**src/rtl/instruction_fetch_unit_pkg.sv**
```systemverilog
// Shared fetch/decode constants: bubble word, reset PC, fetch state encoding
// and RV32 major opcodes.
package instruction_fetch_unit_pkg;

    localparam logic [31:0] NOP_WORD = 32'h0000_0013;
    localparam logic [31:0] RESET_PC = 32'h0000_0000;

    localparam logic [1:0] ST_FETCH = 2'd0;
    localparam logic [1:0] ST_HOLD  = 2'd1;
    localparam logic [1:0] ST_DRAIN = 2'd2;

    localparam logic [6:0] OP_LUI    = 7'b0110111;
    localparam logic [6:0] OP_AUIPC  = 7'b0010111;
    localparam logic [6:0] OP_JAL    = 7'b1101111;
    localparam logic [6:0] OP_JALR   = 7'b1100111;
    localparam logic [6:0] OP_BRANCH = 7'b1100011;
    localparam logic [6:0] OP_LOAD   = 7'b0000011;
    localparam logic [6:0] OP_STORE  = 7'b0100011;
    localparam logic [6:0] OP_IMM    = 7'b0010011;
    localparam logic [6:0] OP_REG    = 7'b0110011;

    function automatic logic [31:0] word_align(input logic [31:0] a);
        return {a[31:2], 2'b00};
    endfunction

endpackage

```
**src/rtl/ifu_pc_reg.sv**
```systemverilog
// Program counter register: redirect/pending load has priority over
// sequential increment; async active-low reset.
module ifu_pc_reg
    import instruction_fetch_unit_pkg::*;
(
    input  logic        clk,
    input  logic        rst_n,
    input  logic        load,
    input  logic        inc,
    input  logic [31:0] load_value,
    output logic [31:0] pc
);

    always_ff @(posedge clk or negedge rst_n) begin
        if (!rst_n) begin
            pc <= RESET_PC;
        end else if (load) begin
            pc <= load_value;
        end else if (inc) begin
            pc <= pc + 32'd4;
        end
    end

endmodule

```
**src/rtl/instruction_fetch_unit.sv**
```systemverilog
// RV32IM fetch stage: PC, imem handshake, stall hold and redirect drain.
// Define IFU_MISALIGN_CHECK_EN to add the sticky ADDR_MISALIGNED output.
module instruction_fetch_unit
    import instruction_fetch_unit_pkg::*;
(
    input  logic        CLK,
    input  logic        RESET,
    input  logic        STALL,
    input  logic        BRANCH_TAKEN,
    input  logic [31:0] BRANCH_ADDRESS,
    output logic        IMEM_READ,
    output logic [31:0] IMEM_ADDRESS,
    input  logic        IMEM_BUSYWAIT,
    input  logic [31:0] IMEM_INSTRUCTION,
    output logic [31:0] INSTRUCTION,
    output logic [31:0] PC_OUT,
    output logic [31:0] PC_PLUS4,
    output logic        INSTR_VALID
`ifdef IFU_MISALIGN_CHECK_EN
    ,
    output logic        ADDR_MISALIGNED
`endif
);

    logic [1:0]  state, state_n;
    logic        in_flight, in_flight_n;
    logic [31:0] hold_buf, pending;
    logic [31:0] pc, target, load_value;
    logic        pc_load, pc_inc, complete;
    logic        bubble, take_mem, take_buf, to_hold, pend_load;

    assign target   = word_align(BRANCH_ADDRESS);
    assign complete = IMEM_READ && !IMEM_BUSYWAIT;
    assign IMEM_ADDRESS = pc;
    assign PC_PLUS4 = PC_OUT + 32'd4;

    // Request drops combinationally with reset so memory sees no stale access.
    always_comb begin
        IMEM_READ = 1'b0;
        case (state)
            ST_FETCH: IMEM_READ = RESET && (!STALL || in_flight);
            ST_DRAIN: IMEM_READ = RESET;
            default:  IMEM_READ = 1'b0;
        endcase
    end

    always_comb begin
        state_n     = state;
        in_flight_n = 1'b0;
        pc_load     = 1'b0;
        pc_inc      = 1'b0;
        load_value  = target;
        bubble      = 1'b0;
        take_mem    = 1'b0;
        take_buf    = 1'b0;
        to_hold     = 1'b0;
        pend_load   = 1'b0;
        case (state)
            ST_FETCH: begin
                if (BRANCH_TAKEN) begin
                    bubble = 1'b1;
                    if (IMEM_READ && IMEM_BUSYWAIT) begin
                        pend_load = 1'b1;
                        state_n   = ST_DRAIN;
                    end else begin
                        pc_load = 1'b1;
                    end
                end else if (complete) begin
                    if (STALL) begin
                        to_hold = 1'b1;
                        state_n = ST_HOLD;
                    end else begin
                        take_mem = 1'b1;
                        pc_inc   = 1'b1;
                    end
                end else begin
                    in_flight_n = IMEM_READ;
                end
            end
            ST_HOLD: begin
                if (BRANCH_TAKEN) begin
                    bubble  = 1'b1;
                    pc_load = 1'b1;
                    state_n = ST_FETCH;
                end else if (!STALL) begin
                    take_buf = 1'b1;
                    pc_inc   = 1'b1;
                    state_n  = ST_FETCH;
                end
            end
            ST_DRAIN: begin
                bubble = BRANCH_TAKEN;
                if (complete) begin
                    pc_load    = 1'b1;
                    load_value = BRANCH_TAKEN ? target : pending;
                    state_n    = ST_FETCH;
                end else begin
                    pend_load = BRANCH_TAKEN;
                end
            end
            default: state_n = ST_FETCH;
        endcase
    end

    ifu_pc_reg u_pc_reg (
        .clk        (CLK),
        .rst_n      (RESET),
        .load       (pc_load),
        .inc        (pc_inc),
        .load_value (load_value),
        .pc         (pc)
    );

    always_ff @(posedge CLK or negedge RESET) begin
        if (!RESET) begin
            state       <= ST_FETCH;
            in_flight   <= 1'b0;
            hold_buf    <= 32'd0;
            pending     <= 32'd0;
            INSTRUCTION <= NOP_WORD;
            PC_OUT      <= RESET_PC;
            INSTR_VALID <= 1'b0;
        end else begin
            state     <= state_n;
            in_flight <= in_flight_n;
            if (to_hold) hold_buf <= IMEM_INSTRUCTION;
            if (pend_load) pending <= target;
            if (bubble) begin
                INSTRUCTION <= NOP_WORD;
                INSTR_VALID <= 1'b0;
            end else if (take_mem) begin
                INSTRUCTION <= IMEM_INSTRUCTION;
                PC_OUT      <= pc;
                INSTR_VALID <= 1'b1;
            end else if (take_buf) begin
                INSTRUCTION <= hold_buf;
                PC_OUT      <= pc;
                INSTR_VALID <= 1'b1;
            end
        end
    end

`ifdef IFU_MISALIGN_CHECK_EN
    always_ff @(posedge CLK or negedge RESET) begin
        if (!RESET) begin
            ADDR_MISALIGNED <= 1'b0;
        end else if (BRANCH_TAKEN && (BRANCH_ADDRESS[1:0] != 2'b00)) begin
            ADDR_MISALIGNED <= 1'b1;
        end
    end
`else
    logic unused_addr_lsb;
    assign unused_addr_lsb = ^BRANCH_ADDRESS[1:0];
`endif

endmodule
```
**config.mk**
```make
export PLATFORM = sky130hd
export DESIGN_NAME = instruction_fetch_unit
export DESIGN_NICKNAME = d
export VERILOG_FILES = /design/src/rtl/instruction_fetch_unit_pkg.sv /design/src/rtl/ifu_pc_reg.sv /design/src/rtl/instruction_fetch_unit.sv
export SDC_FILE = /design/constraint.sdc
export NUM_CORES = 1
export LEC_CHECK = 0
export ABC_AREA = 1
export CORE_MARGIN = 2
export CORE_UTILIZATION = 35
export DETAILED_ROUTE_END_ITERATION = 7
export GPL_TIMING_DRIVEN = 0
export PLACE_DENSITY = 0.58
export RECOVER_POWER = 100
export SLEW_MARGIN = 5
export SYNTH_ARGS = -nofsm -noshare
export SYNTH_HDL_FRONTEND = slang
export SYNTH_SLANG_ARGS = --single-unit
```
**constraint.sdc**
```tcl
create_clock -name CLK -period 5 [get_ports CLK]
set_input_delay 0.5 -clock CLK [delete_from_list [all_inputs] [get_ports CLK]]
set_output_delay 0.5 -clock CLK [all_outputs]
set_load 0.1 [all_outputs]
```
== Word level (Yosys, flattened, before mapping) ==
Index checks and enable logic that the tools add are counted.
W data, S select, Z words.

* Bits in registers: 162
* Output and inout port bits: 130
* Logic and storage cells: 77

* $add $sub $neg: 2
* Eq/ne operators: 7
* Mux-type cells: 46
* Bitwise gates (word level): 1
* Reduce and logical (&&, ||, !) cells: 13

{| class="wikitable"
|+ Operator list
! kind !! count
|-
| $mux W32 || 10
|-
| $add A32 B3 Y32 const B || 2
|-
| $mux W1 || 23
|-
| $mux W2 || 7
|-
| $ne A3 B3 Y1 const B || 4
|-
| $pmux W1 S2 || 4
|-
| $pmux W2 S3 || 1
|-
| $reduce_and A5 Y1 || 1
|-
| $reduce_bool A2 Y1 || 2
|-
| $logic_and A1 B1 Y1 || 3
|-
| $pmux W1 S3 || 1
|-
| $reduce_bool A3 Y1 || 1
|-
| $eq A2 B1 Y1 const B || 1
|-
| $eq A2 B2 Y1 const B || 1
|-
| $logic_not A1 Y1 || 2
|-
| $logic_not A2 Y1 || 1
|-
| $ne A2 B2 Y1 const B || 1
|-
| $reduce_and A2 Y1 || 1
|-
| $reduce_or A2 Y1 || 1
|-
| $logic_or A1 B1 Y1 || 1
|-
| $not A1 Y1 || 1
|}

== Depth between registers and ports, before layout ==
Gate-level depths: netlist (run 1).

* Depth in word-level cells: 10
* Depth in mapped cells: 12
* Gate-level depth less buffers: 11

== Hierarchy ==
From an unflattened synthesis (run 1), not the netlist that was laid out.

* Cells, all modules: 1232
* Area, all modules: 9021.2 um^2

{| class="wikitable"
|+ By module, submodules not included
! module !! instances !! cells each !! area an instance (um^2) !! seq. area each (um^2)
|-
| instruction_fetch_unit || 1 || 917 || 6861.6 || 3256.9
|-
| ifu_pc_reg || 1 || 315 || 2159.6 || 800.8
|}

== Worst setup path before layout (run 1) ==
No wires, ideal clock.

* Path type: reg-to-output
* Start: register PC_OUT[4]
* End: output port PC_PLUS4[23]
* Arrival time: 3.536 ns
* Data required time: 4.500 ns
* Path slack: 0.964 ns
* Cell stages (with the launch flop): 9
* Path buffers: 0
* Cells stage by stage: dfrtp_1 -> nand3_1 -> inv_1 -> nand2_1 -> nor2_1 -> nand2_1 -> nor2_1 -> nand2_1 -> xnor2_1

* Longest elaborated chain between the ends: 1

{| class="wikitable"
|+ RTL lines
! item !! RTL line !! text
|-
| start: declaration || instruction_fetch_unit.sv:16 || <nowiki>output logic [31:0] PC_OUT,</nowiki>
|-
| start signal: assignment || instruction_fetch_unit.sv:133 || <nowiki>PC_OUT <= pc;</nowiki>
|-
| start signal: assignment || instruction_fetch_unit.sv:137 || <nowiki>PC_OUT <= pc;</nowiki>
|-
| $add A32 B3 Y32 || instruction_fetch_unit.sv:35 || <nowiki>assign PC_PLUS4 = PC_OUT + 32'd4;</nowiki>
|-
| end: declaration || instruction_fetch_unit.sv:17 || <nowiki>output logic [31:0] PC_PLUS4,</nowiki>
|}

No other way between the ends.

== Final worst setup path (run 1) ==
* Start: register PC_OUT[7]
* End: output port PC_PLUS4[18]

The elaborated chain is that of the path after synthesis.

==> results of run 1 <==
-- worst register-to-register path: cells and delay by family, from the launching register on --
family,cells,cell delay (ns)
DFF,1,0.46
and+or+nand+nor,6,0.95
buffers and inverters,5,1.56
AOI/OAI and AO/OA,1,0.08
-- how the worst max path moves through the flow --
stage                         to
floorplan           PC_PLUS4[23]
global route        PC_PLUS4[18]
global placement       IMEM_READ
finish              PC_PLUS4[18]
CTS                 PC_PLUS4[18]
detailed placement     IMEM_READ
-- per-stage QoR --
stage	std cells	worst slack, ns	util, %	total power (W)
after floorplan	1188	0.964	-	0.00605
after global placement	1702	-4.21	45.2	0.00736
after detailed placement	1703	1.42	45.4	0.00741
after CTS	1735	1.08	47.7	0.00869
after global routing	1735	0.851	47.3	0.00888
final	1735	1.06	47.3	0.00845
-- routing by layer --
| layer | up-vias | track usage [%] |
|---|---|---|
| met3 | 25 | 3.52 |
| met1 | 3878 | 30.2 |
| li1 | 4155 | - |
| met2 | 203 | 32.4 |
| met4 | 0 | 5.48 |
| met5 | - | 0 |
-- cells by family after synthesis --
| logic type | Yosys count | share of synthesized area (%) |
|---|---|---|
| other cells | 1 | 0.0434 |
| simple gates | 591 | 28.0 |
| buf+inv | 191 | 9.49 |
| flops | 158 | 45.8 |
| xor+xnor | 35 | 3.55 |
| compound gates | 205 | 12.9 |
| fa+ha+maj | 2 | 0.290 |
-- state kept, by name, indices dropped and copies added, names as in the netlist --
| signal | count |
|---|---|
| INSTR_VALID | 1 |
| u_pc_reg.pc | 30 |
| PC_OUT | 30 |
| INSTRUCTION | 32 |
| pending | 30 |
| in_flight | 1 |
| hold_buf | 32 |
| state | 2 |
-- report_power, final --
part	internal (W)	switching (W)
registers	0.00176	0.000562
logic	0.00100	0.00386
clock network	0.000681	0.000583
total	0.00344	0.00501
-- layout make-up --
type / count / area (um^2)
repair buffers: 191 / 1930
well taps: 324 / 405
inverters: 136 / 510
clock buffers: 19 / 453
fillers: 2474 / 12800
plain buffers: 55 / 254
flip-flops and latches: 158 / 3960
clock inverters: 13 / 120
multi-input cells: 839 / 3830
-- Yosys cell counts (4+ instances only) --
master and count:
dfrtp_1 155, nor3_1 17, nor2_2 9, xnor2_1 8, nand4_1 9, nand3b_1 6, o21ai_0 148, o211ai_1 13
nor2_1 82, xor2_1 27, buf_4 7, nand3_1 51, inv_2 5, a21oi_2 4, inv_1 131, nand2_1 408
o21ai_1 22, buf_6 5, buf_2 22, clkbuf_1 19, a21oi_1 11
==> summary.md, run 1 <==
| Metric | Value |
|---|---|
| Full die area | 26000 um^2 |
| Post-DP HPWL | 20500 um |
| Clock latency on the worst-skew pair | 0.42 ns |
| Max Fclk | 254 MHz |
| Die height | 161 um |
| Setup TNS | 0 ns |
| Critical Path Start | PC_OUT[7] |
| Max-slew headroom | 28.0% |
| Post-synthesis cell area | 8640 um^2 |
| Reg2reg end | INSTRUCTION[29] |
| Via/cell ratio | 4.76 |
| RSZ-0062 raised after global routing | false |
| CP endpoint kind | primary output |
| WP buf/inv | 2 |
| R2r setup slk | 1.88 ns |
| TritonCTS clock tree | done |
| # hold bufs at CTS | 0 |
| Nets | 1469 |
| Outcome | finished, violations left |
| # setup viols final | 0 |
| FF-to-FF Start | state[1] |
| Synth area leaders | dfrtp_1, nand2_1, o21ai_0 |
| Commonest non-fill, non-tap cell in the layout | nand2_1 |
| Most used cell along the critical path | nor3_1 |
| Sequential-to-total area share from yosys stat | 45.8% |
| Slowest-stage cell, CP | dlygate4sd3_1 |
| Synthesis-to-layout area growth | 32.7% |
| Commonest non-fill, non-tap cells in the layout | nand2_1, o21ai_0, dfrtp_1 |
| Pre-antenna DRT Iters | 5 |
| Syn Inst Count | 1183 |
| Post-synth EDFFs | 0 |
| CTS clk-pin slew, worst paths | 0.07 ns |
| Final WL | 27000 um |
| Post-DP Area | 11000 um^2 |
| # Max-Cap Violations | 0 |
| Routed wl met2 | 12300 um |
| Crit Path Max Fanout | 4 |
| Drt drc | 0 |
| Initial antenna violation count | 0 |
| Core box area | 24200 um^2 |
| CTS sink count | 158 |
| Period utilization | 78.8% |
| Critical path depth in cells | 7 |
| Startpoint types | flip-flop |
| Register bit total from synthesis | 158 |
| Most used DFF post-synth | dfrtp_1 |
| Count of pins over their slew limit | 0 |
| Top-area cell type share of the netlist area | 44.9% |
| Mapped Avg Cell Area | 7.30 um^2 |
| Number of global-route vias before repair | 7886 |
| Failing checks | hold timing |
| H-tree Lvls | 4 |
| Layout cells sized above 1 | 5.67% |
| Placement Rows | 57 |
| CTS root buffer | clkbuf_16 |
| Pwr Density | 737 nW/um^2 |
| Clock skew | 0.00969 ns |
| Highest metal used | met4 |
| Largest net degree at the start of global routing | 102 |
| Crit-path leading delay family | buffers and inverters |
| Worst slew pin tran | 1.08 ns |
| Maximum vdd ir drop | 0.000541 V |
| Cell variety after synth | 37 |
| Yosys warns | 0 |
| Post-synth top area cell | dfrtp_1 |
| Final instance area | 11500 um^2 |
| GPL Wtd Cong | 0.924 |
| Clk buf depth | 2 |
| Starting Density | 35.6% |
| Antenna viol nets, final | 0 |
| WHS | -0.0150 ns |
| Critical Path, Cell by Cell | inv_1 > nor3_1 > nand2_1 > nor3_1 > nand3_1 > xor2_1 > dlygate4sd3_1 |
| Final min period | 3.94 ns |
| PortBufs | 190 |
| Hold crit path type | input pin to asynchronous set/reset pin |
| Overflow after GRT | 0 |
| Post-CTS Setup Bufs | 0 |
| I/O Pins | 199 |
| Met1 WL | 12900 um |
| Worst endpoint required time | 4.50 ns |
| Ant diodes | 0 |
| Via count | 8261 |
| Post-CTS Resized | 0 |
| GRT Total Usage | 20.9% |
| Global-route wire length before repair | 42800 um |
| Wire per inst | 15.6 um |
| Met3 Wirelength | 1370 um |
| FFs w/ async S/R, synth | 100% |
| Worst Path Arrival | 3.44 ns |
| DRT iter0 DRCs | 552 |
| Worst r2r path cells | 12 |
| Leakage power total | 5.51 nW |
| Num CTS Buffers | 17 |
| CP Class | flip-flop to primary output |
| Die X | 161 um |
| Final hold viol count | 3 |
| Max incr delay on CP | 1.23 ns |
Power figures use the tool's default switching activity.
==> run 2, diff against run 1 <==
==> constraint.sdc (replaced) <==
create_clock -name CLK -period 3.75 [get_ports CLK]
set_input_delay 0.375 -clock CLK [delete_from_list [all_inputs] [get_ports CLK]]
set_output_delay 0.375 -clock CLK [all_outputs]
set_load 0.1 [all_outputs]
==> run 2 against run 1 <==
Against the previous run:
- wire length fell by 0.66%
- clock-buffer cell count down 2
- first-iteration DRC count down 5.4%
- global-route usage about the same
- final cell count unchanged
- the run ends with hold timing, capacitance limit, slew limit left
==> summary.md, run 2 (synthesized netlist as in run 1, its figures left out) <==
| Metric | Value |
|---|---|
| CTS sink count | 158 (unchanged) |
| Die height | 161 um (unchanged) |
| Nets | 1469 (unchanged) |
| Worst Setup EP | PC_PLUS4[28] |
| Critical Path Start | PC_OUT[10] |
| Die X | 161 um (unchanged) |
| Synthesis-to-layout area growth | 32.5% |
| CTS root buffer | clkbuf_16 |
| Setup WS pre-CTS | 0.411 ns (-1.01 ns) |
| RSZ-0062 raised after global routing | false |
| Commonest non-fill, non-tap cell in the layout | nand2_1 |
| Period utilization | 95.1% |
| Clock skew | 0.0129 ns (+0.00319 ns) |
| Worst slew pin tran | 1.57 ns (+0.494 ns) |
| Final instance area | 11400 um^2 (-0.22%) |
| Post-DP HPWL | 20400 um (-0.49%) |
| DRT iter0 DRCs | 522 (-5.4%) |
| Commonest non-fill, non-tap cells in the layout | nand2_1, o21ai_0, dfrtp_1 |
| Reg2reg end | INSTRUCTION[7] |
| # Max-Cap Violations | 1 (+1) |
| Leakage power total | 5.51 nW (about the same) |
| Crit Path Max Fanout | 5 (+1) |
| Core box area | 24200 um^2 (unchanged) |
| Slowest-stage cell, CP | dlygate4sd3_1 |
| Worst r2r path cells | 12 (unchanged) |
| WHS | -0.0316 ns (-0.0166 ns) |
| Pre-antenna DRT Iters | 5 (unchanged) |
| Crit-path leading delay family | buffers and inverters |
| Ant diodes | 0 (unchanged) |
| Largest registers | INSTRUCTION (32), hold_buf (32) |
| Global-route wire length before repair | 42800 um (unchanged) |
| TritonCTS clock tree | done |
| Setup TNS | 0 ns (unchanged) |
| Clock latency on the worst-skew pair | 0.43 ns (about the same) |
| Final WL | 26800 um (-0.66%) |
| Final WS setup | 0.185 ns (-0.874 ns) |
| Maximum vdd ir drop | 0.000749 V (+38%) |
| GPL Wtd Cong | 0.910 (-1.5%) |
| PortBufs | 190 (unchanged) |
| FF-to-FF Start | state[1] |
| Number of global-route vias before repair | 7900 (+0.18%) |
| Pwr Density | 987 nW/um^2 (+34%) |
| Count of pins over their slew limit | 62 (+62) |
| Critical path depth in cells | 7 (unchanged) |
| Via/cell ratio | 4.75 (-0.27%) |
| # hold bufs at CTS | 0 (unchanged) |
| Final hold viol count | 16 (+13) |
| Hold crit path type | input pin to asynchronous set/reset pin |
| Post-CTS Setup Bufs | 0 (unchanged) |
| Antenna viol nets, final | 0 (unchanged) |
| Clk buf depth | 2 (unchanged) |
| Worst Path Arrival | 3.19 ns (-0.25 ns) |
| Most used cell along the critical path | nand2_1 |
| Starting Density | 35.6% (unchanged) |
| # setup viols final | 0 (unchanged) |
| CTS clk-pin slew, worst paths | 0.07 ns (about the same) |
| Overflow after GRT | 0 (unchanged) |
| Full die area | 26000 um^2 (unchanged) |
| Tot Pwr | 0.0113 W (+34%) |
| Drt drc | 0 (unchanged) |
| WP buf/inv | 1 (-1) |
| Placement Rows | 57 (unchanged) |
| I/O Pins | 199 (unchanged) |
| R2r setup slk | 0.76 ns (-1.12 ns) |
| H-tree Lvls | 4 (unchanged) |
| Layout cells sized above 1 | 5.81% (+0.14 points) |
| CP Class | flip-flop to primary output |
| Initial antenna violation count | 0 (unchanged) |
| Max-slew headroom | -4.74% (-33 points) |
| Num CTS Buffers | 17 (unchanged) |
| Post-DP Area | 11000 um^2 (+0.14%) |
| Failing checks | hold timing, capacitance limit, slew limit |
| Max incr delay on CP | 1.21 ns (-0.02 ns) |
| Max Fclk | 281 MHz |
| Outcome | finished, violations left |
| Startpoint types | flip-flop |
| Critical Path, Cell by Cell | nand2_1 > nor3_1 > nand2_1 > nor2_1 > nand4_1 > xnor2_1 > dlygate4sd3_1 |
| Final min period | 3.56 ns |
| Filler cells | 2489 (+0.61%) |
| Worst endpoint required time | 3.38 ns (-1.12 ns) |
| GRT Total Usage | 20.9% (about the same) |
| Wire per inst | 15.5 um (-0.66%) |
| CP endpoint kind | primary output |
| Largest net degree at the start of global routing | 101 (-0.98%) |
| Via count | 8239 (-0.27%) |
-- run 2: cell types whose count changed in the layout (fill, tap and decap cells not counted), sizes merged --
| cell | change |
|---|---|
| dlygate4sd3 | -7 |
| buf | -2 |
| clkbuf | +5 |
| clkinv | -2 |
| inv | +2 |
| clkdlybuf4s50 | +2 |
| clkinvlp | +1 |
| bufinv | +1 |
-- run 2: cell type report --
cell class	count	area [um^2]	area share [%]
buffer	55	254	2.22
multi-input combinational	839	3860	33.7
clock buffer	17	425	3.72
tap	324	405	3.54
inverter	136	510	4.46
sequential	158	3960	34.6
timing repair buffer	191	1880	16.4
clock inverter	15	154	1.34
-- run 2: per-stage QoR --
stage / cells / utilization (%)
final: 1735 / 47.2
after global routing: 1735 / 47.2
after CTS: 1735 / 47.8
after detailed placement: 1703 / 45.4
after global placement: 1702 / 45.3
after floorplan: 1188 / -
-- run 2: metal layers --
metal  wire length [um]  vias up  global-route usage [%]  part of all wire, %
li1                   -     4154                       -                    -
met4                641        0                    6.49                  2.4
met3               1600       37                    4.06                  5.9
met1              12600     3816                    29.5                   47
met2              12000      232                    32.4                   45
met5                  0        -                       0                    0
-- run 2: how the worst min path moves through the flow --
| stage | cells after the start | slack [ns] | start | end |
|---|---|---|---|---|
| floorplan | 0 | 0.08 | RESET | INSTRUCTION[10] |
| global route | 1 | 0.02 | RESET | pending[3] |
| finish | 1 | -0.03 | RESET | pending[3] |
| detailed placement | 2 | 0.47 | hold_buf[29] | hold_buf[29] |
| CTS | 1 | 0.02 | RESET | pending[3] |
| global placement | 2 | 0.46 | hold_buf[29] | hold_buf[29] |
-- run 2: timing repair --
item,CTS,global route
endpoints found under the setup margin,1,4
resized for setup,1,4
pin swaps,0,0
-- run 2: power by group --
part	switching (W)	total, W	internal [W]
clock network	0.000799	0.00174	0.000940
registers	0.000738	0.00308	0.00235
logic	0.00515	0.00648	0.00132
==> run 3, diff against run 2 <==
--- a/config.mk
+++ b/config.mk
@@ -10,9 +10,10 @@
 export CORE_UTILIZATION = 35
 export DETAILED_ROUTE_END_ITERATION = 7
 export GPL_TIMING_DRIVEN = 0
-export PLACE_DENSITY = 0.58
+export PLACE_DENSITY = 0.59
 export RECOVER_POWER = 100
 export SLEW_MARGIN = 5
 export SYNTH_ARGS = -nofsm -noshare
 export SYNTH_HDL_FRONTEND = slang
+export SYNTH_HIERARCHICAL = 1
 export SYNTH_SLANG_ARGS = --single-unit
==> run 3 against run 2 <==
Against the previous run:
- the flow finishes with violations (capacitance limit, slew limit)
- total power rose by 3.4%
- die area up 4.3%
- global-route usage up 0.50 points
- fmax decreased by 0.63%
- combinational power up 2%
- largest cell class unchanged
- worst setup slack got worse by 0.022 ns
- final area up 3.5%
==> summary.md, run 3 <==
| Metric | Value |
|---|---|
| Commonest non-fill, non-tap cells in the layout | nand2_1, inv_1, dfrtp_1 |
| Nets | 1522 (+3.6%) |
| Final WS setup | 0.163 ns (-0.0224 ns) |
| Max Fclk | 279 MHz (-0.63%) |
| Failing checks | capacitance limit, slew limit |
| Post-synth top area cell | dfrtp_1 |
| Setup WS pre-CTS | 0.372 ns (-0.0389 ns) |
| Clock latency on the worst-skew pair | 0.43 ns (about the same) |
| Startpoint types | flip-flop |
| Crit Path Max Fanout | 6 (+1) |
| Synthesis-to-layout area growth | 31.3% |
| Setup TNS | 0 ns (unchanged) |
| PortBufs | 196 (+3.2%) |
| RSZ-0062 raised after global routing | false |
| CTS root buffer | clkbuf_16 |
| Max incr delay on CP | 1.21 ns (about the same) |
| Most frequent cell after synthesis | nand2_1 |
| Die height | 165 um (+2.1%) |
| Syn Inst Count | 1232 (+4.1%) |
| Worst slew pin tran | 1.70 ns (+0.125 ns) |
| Via count | 8665 (+5.2%) |
| Most used DFF post-synth | dfrtp_1 |
| Ant diodes | 0 (unchanged) |
| Crit-path leading delay family | buffers and inverters |
| Final hold viol count | 0 (-16) |
| CP endpoint kind | primary output |
| Slowest-stage cell, CP | dlygate4sd3_1 |
| Largest net degree at the start of global routing | 97 (-4.0%) |
| Max-slew headroom | -13.0% (-8.3 points) |
| Final WL | 28000 um (+4.4%) |
| CTS clk-pin slew, worst paths | 0.07 ns (about the same) |
| Hold crit path type | flip-flop to flip-flop |
| Full die area | 27100 um^2 (+4.3%) |
| Register bit total from synthesis | 162 (+2.5%) |
| Starting Density | 35.7% (+0.092 points) |
| Core box area | 25300 um^2 (+4.1%) |
| Leakage power total | 5.94 nW (+7.8%) |
| Die X | 165 um (+2.1%) |
| Post-CTS Setup Bufs | 0 (unchanged) |
| Worst endpoint required time | 3.38 ns (about the same) |
| Synth area leaders | dfrtp_1, nand2_1, inv_1 |
| CTS sink count | 162 (+2.5%) |
| Period utilization | 95.7% (+0.60 points) |
| Cells after DPL | 1760 (+3.3%) |
| Filler cells | 2650 (+6.5%) |
| DRT iter0 DRCs | 668 (+28%) |
| Worst Path Arrival | 3.21 ns (+0.02 ns) |
| # Max-Cap Violations | 1 (unchanged) |
| Initial antenna violation count | 0 (unchanged) |
| Pre-antenna DRT Iters | 5 (unchanged) |
| Cell variety after synth | 39 (+5.4%) |
| Post-DP HPWL | 21300 um (+4.5%) |
| Sequential-to-total area share from yosys stat | 45.0% (-0.83 points) |
| CP Class | flip-flop to primary output |
| Post-DP Area | 11400 um^2 (+3.9%) |
| Wire per inst | 15.6 um (+0.94%) |
| Outcome | finished, violations left |
| Antenna viol nets, final | 0 (unchanged) |
| Post-synthesis cell area | 9020 um^2 (+4.4%) |
| Critical Path, Cell by Cell | ha_1 > nand3_1 > nor2_1 > xor2_1 > dlygate4sd3_1 |
| I/O Pins | 199 (unchanged) |
| Clk buf depth | 2 (unchanged) |
| Top-area cell type share of the netlist area | 44.1% (-0.79 points) |
| Layout cells sized above 1 | 6.49% (+0.68 points) |
| Drt drc | 0 (unchanged) |
| # setup viols final | 0 (unchanged) |
| FFs w/ async S/R, synth | 100% (unchanged) |
| Multi-input gate area | 3930 um^2 (+1.9%) |
| H-tree Lvls | 4 (unchanged) |
| WP buf/inv | 1 (unchanged) |
| Post-synth EDFFs | 0 (unchanged) |
| Pwr Density | 987 nW/um^2 (about the same) |
| Fin cells | 1794 (+3.4%) |
| Final min period | 3.59 ns (+0.0224 ns) |
| Post-synth top cells | nand2_1, inv_1, dfrtp_1 |
| Maximum vdd ir drop | 0.00126 V (+69%) |
| GRT Total Usage | 21.4% (+0.50 points) |
| Final instance area | 11800 um^2 (+3.5%) |
| Clock skew | 0.0129 ns (+0.0000478 ns) |
| Yosys warns | 6 (+6) |
| Overflow after GRT | 0 (unchanged) |
| Num CTS Buffers | 17 (unchanged) |
| Mapped Avg Cell Area | 7.32 um^2 (+0.26%) |
| GPL Wtd Cong | 0.860 (-5.5%) |
| Via/cell ratio | 4.83 (+1.7%) |
| Global-route wire length before repair | 44900 um (+4.9%) |
| Count of pins over their slew limit | 68 (+9.7%) |
| Placement Rows | 58 (+1.8%) |
| Commonest non-fill, non-tap cell in the layout | nand2_1 |
| TritonCTS clock tree | done |
| Sequential Area | 4060 um^2 (+2.5%) |
| Number of global-route vias before repair | 8158 (+3.3%) |
| Post-layout util | 46.9% (-0.29 points) |
==> run 3: changes by cell type in the layout (fill, tap and decap cells not counted), moves of 12 or more <==
cell and delta:
a21oi_1 +21, a22oi_1 +19, inv_1 +32, nand2_1 -13, nand3_1 +69, o211ai_1 -12, o21ai_0 -78
==> run 3: path summary, 6_finish.rpt <==
| kind | endpoint | startpoint | slack [ns] | cells past startpoint |
|---|---|---|---|---|
| worst max-delay path | PC_PLUS4[10] | PC_OUT[2] | 0.16 | 5 |
| worst min-delay path | hold_buf[28] | hold_buf[28] | 0.48 | 2 |
| worst max register to register | u_pc_reg/pc[19] | state[0] | 0.95 | 10 |
| worst min register to register | hold_buf[28] | hold_buf[28] | 0.48 | 2 |
| max in group asynchronous | pending[28] | RESET | 1.53 | 3 |
| min in group asynchronous | INSTRUCTION[26] | RESET | 0.64 | 3 |
==> run 3: logic make-up after synthesis <==
family | share of synthesized area (%)
adders and majority gates | 0.277
and+or+nand+nor | 31.8
AOI/OAI and AO/OA | 10.0
buffers and inverters | 10.6
other | 0.0416
xor gates and xnor gates | 2.23
DFF | 45.0
==> run 3: timing repair <==
item,in CTS,in global routing
endpoints found under the hold margin,67,0
setup endpoints to repair,0,8
gates resized for setup,0,8
hold buffers,2,0
==> run 3: where the power goes <==
part	switching [W]	internal, W	leakage, nW
Clock	0.000794	0.00103	0.291
Combinational	0.00529	0.00131	3.59
Sequential	0.000852	0.00242	2.06
==> run 3: per-stage QoR <==
step	hold slack, ns	total power (W)
2_1_floorplan	0.0794	0.00834
3_3_place_gp	0.464	0.0101
3_5_place_dp	0.370	0.0102
4_1_cts	0.484	0.0120
5_1_grt	0.507	0.0123
6_report	0.484	0.0117
==> run 3: per-layer routing <==
layer / part of all wire (%) / vias up / routed length [um] / track usage [%]
li1: - / 4327 / - / -
met1: 48 / 4051 / 13600 / 31.3
met2: 44 / 254 / 12300 / 32.6
met3: 5.7 / 33 / 1600 / 3.47
met4: 2.0 / 0 / 565 / 6.09
met5: 0 / - / 0 / 0
==> run 3: worst register-to-register path: cells and delay by family (launching register included) <==
family | cells | cell delay [ns]
flip-flops | 1 | 0.48
buffers and inverters | 3 | 0.77
AO/OA/AOI/OAI | 1 | 0.13
AND/OR/NAND/NOR | 6 | 1.36
==> run 3: layout make-up <==
class | instances | share of cell area [%]
tap | 330 | 3.49
sequential | 162 | 34.3
clock buffer | 19 | 3.74
inverter | 170 | 5.39
clock inverter | 13 | 1.36
buffer | 50 | 2.14
timing repair buffer | 199 | 16.4
multi-input combinational | 851 | 33.2
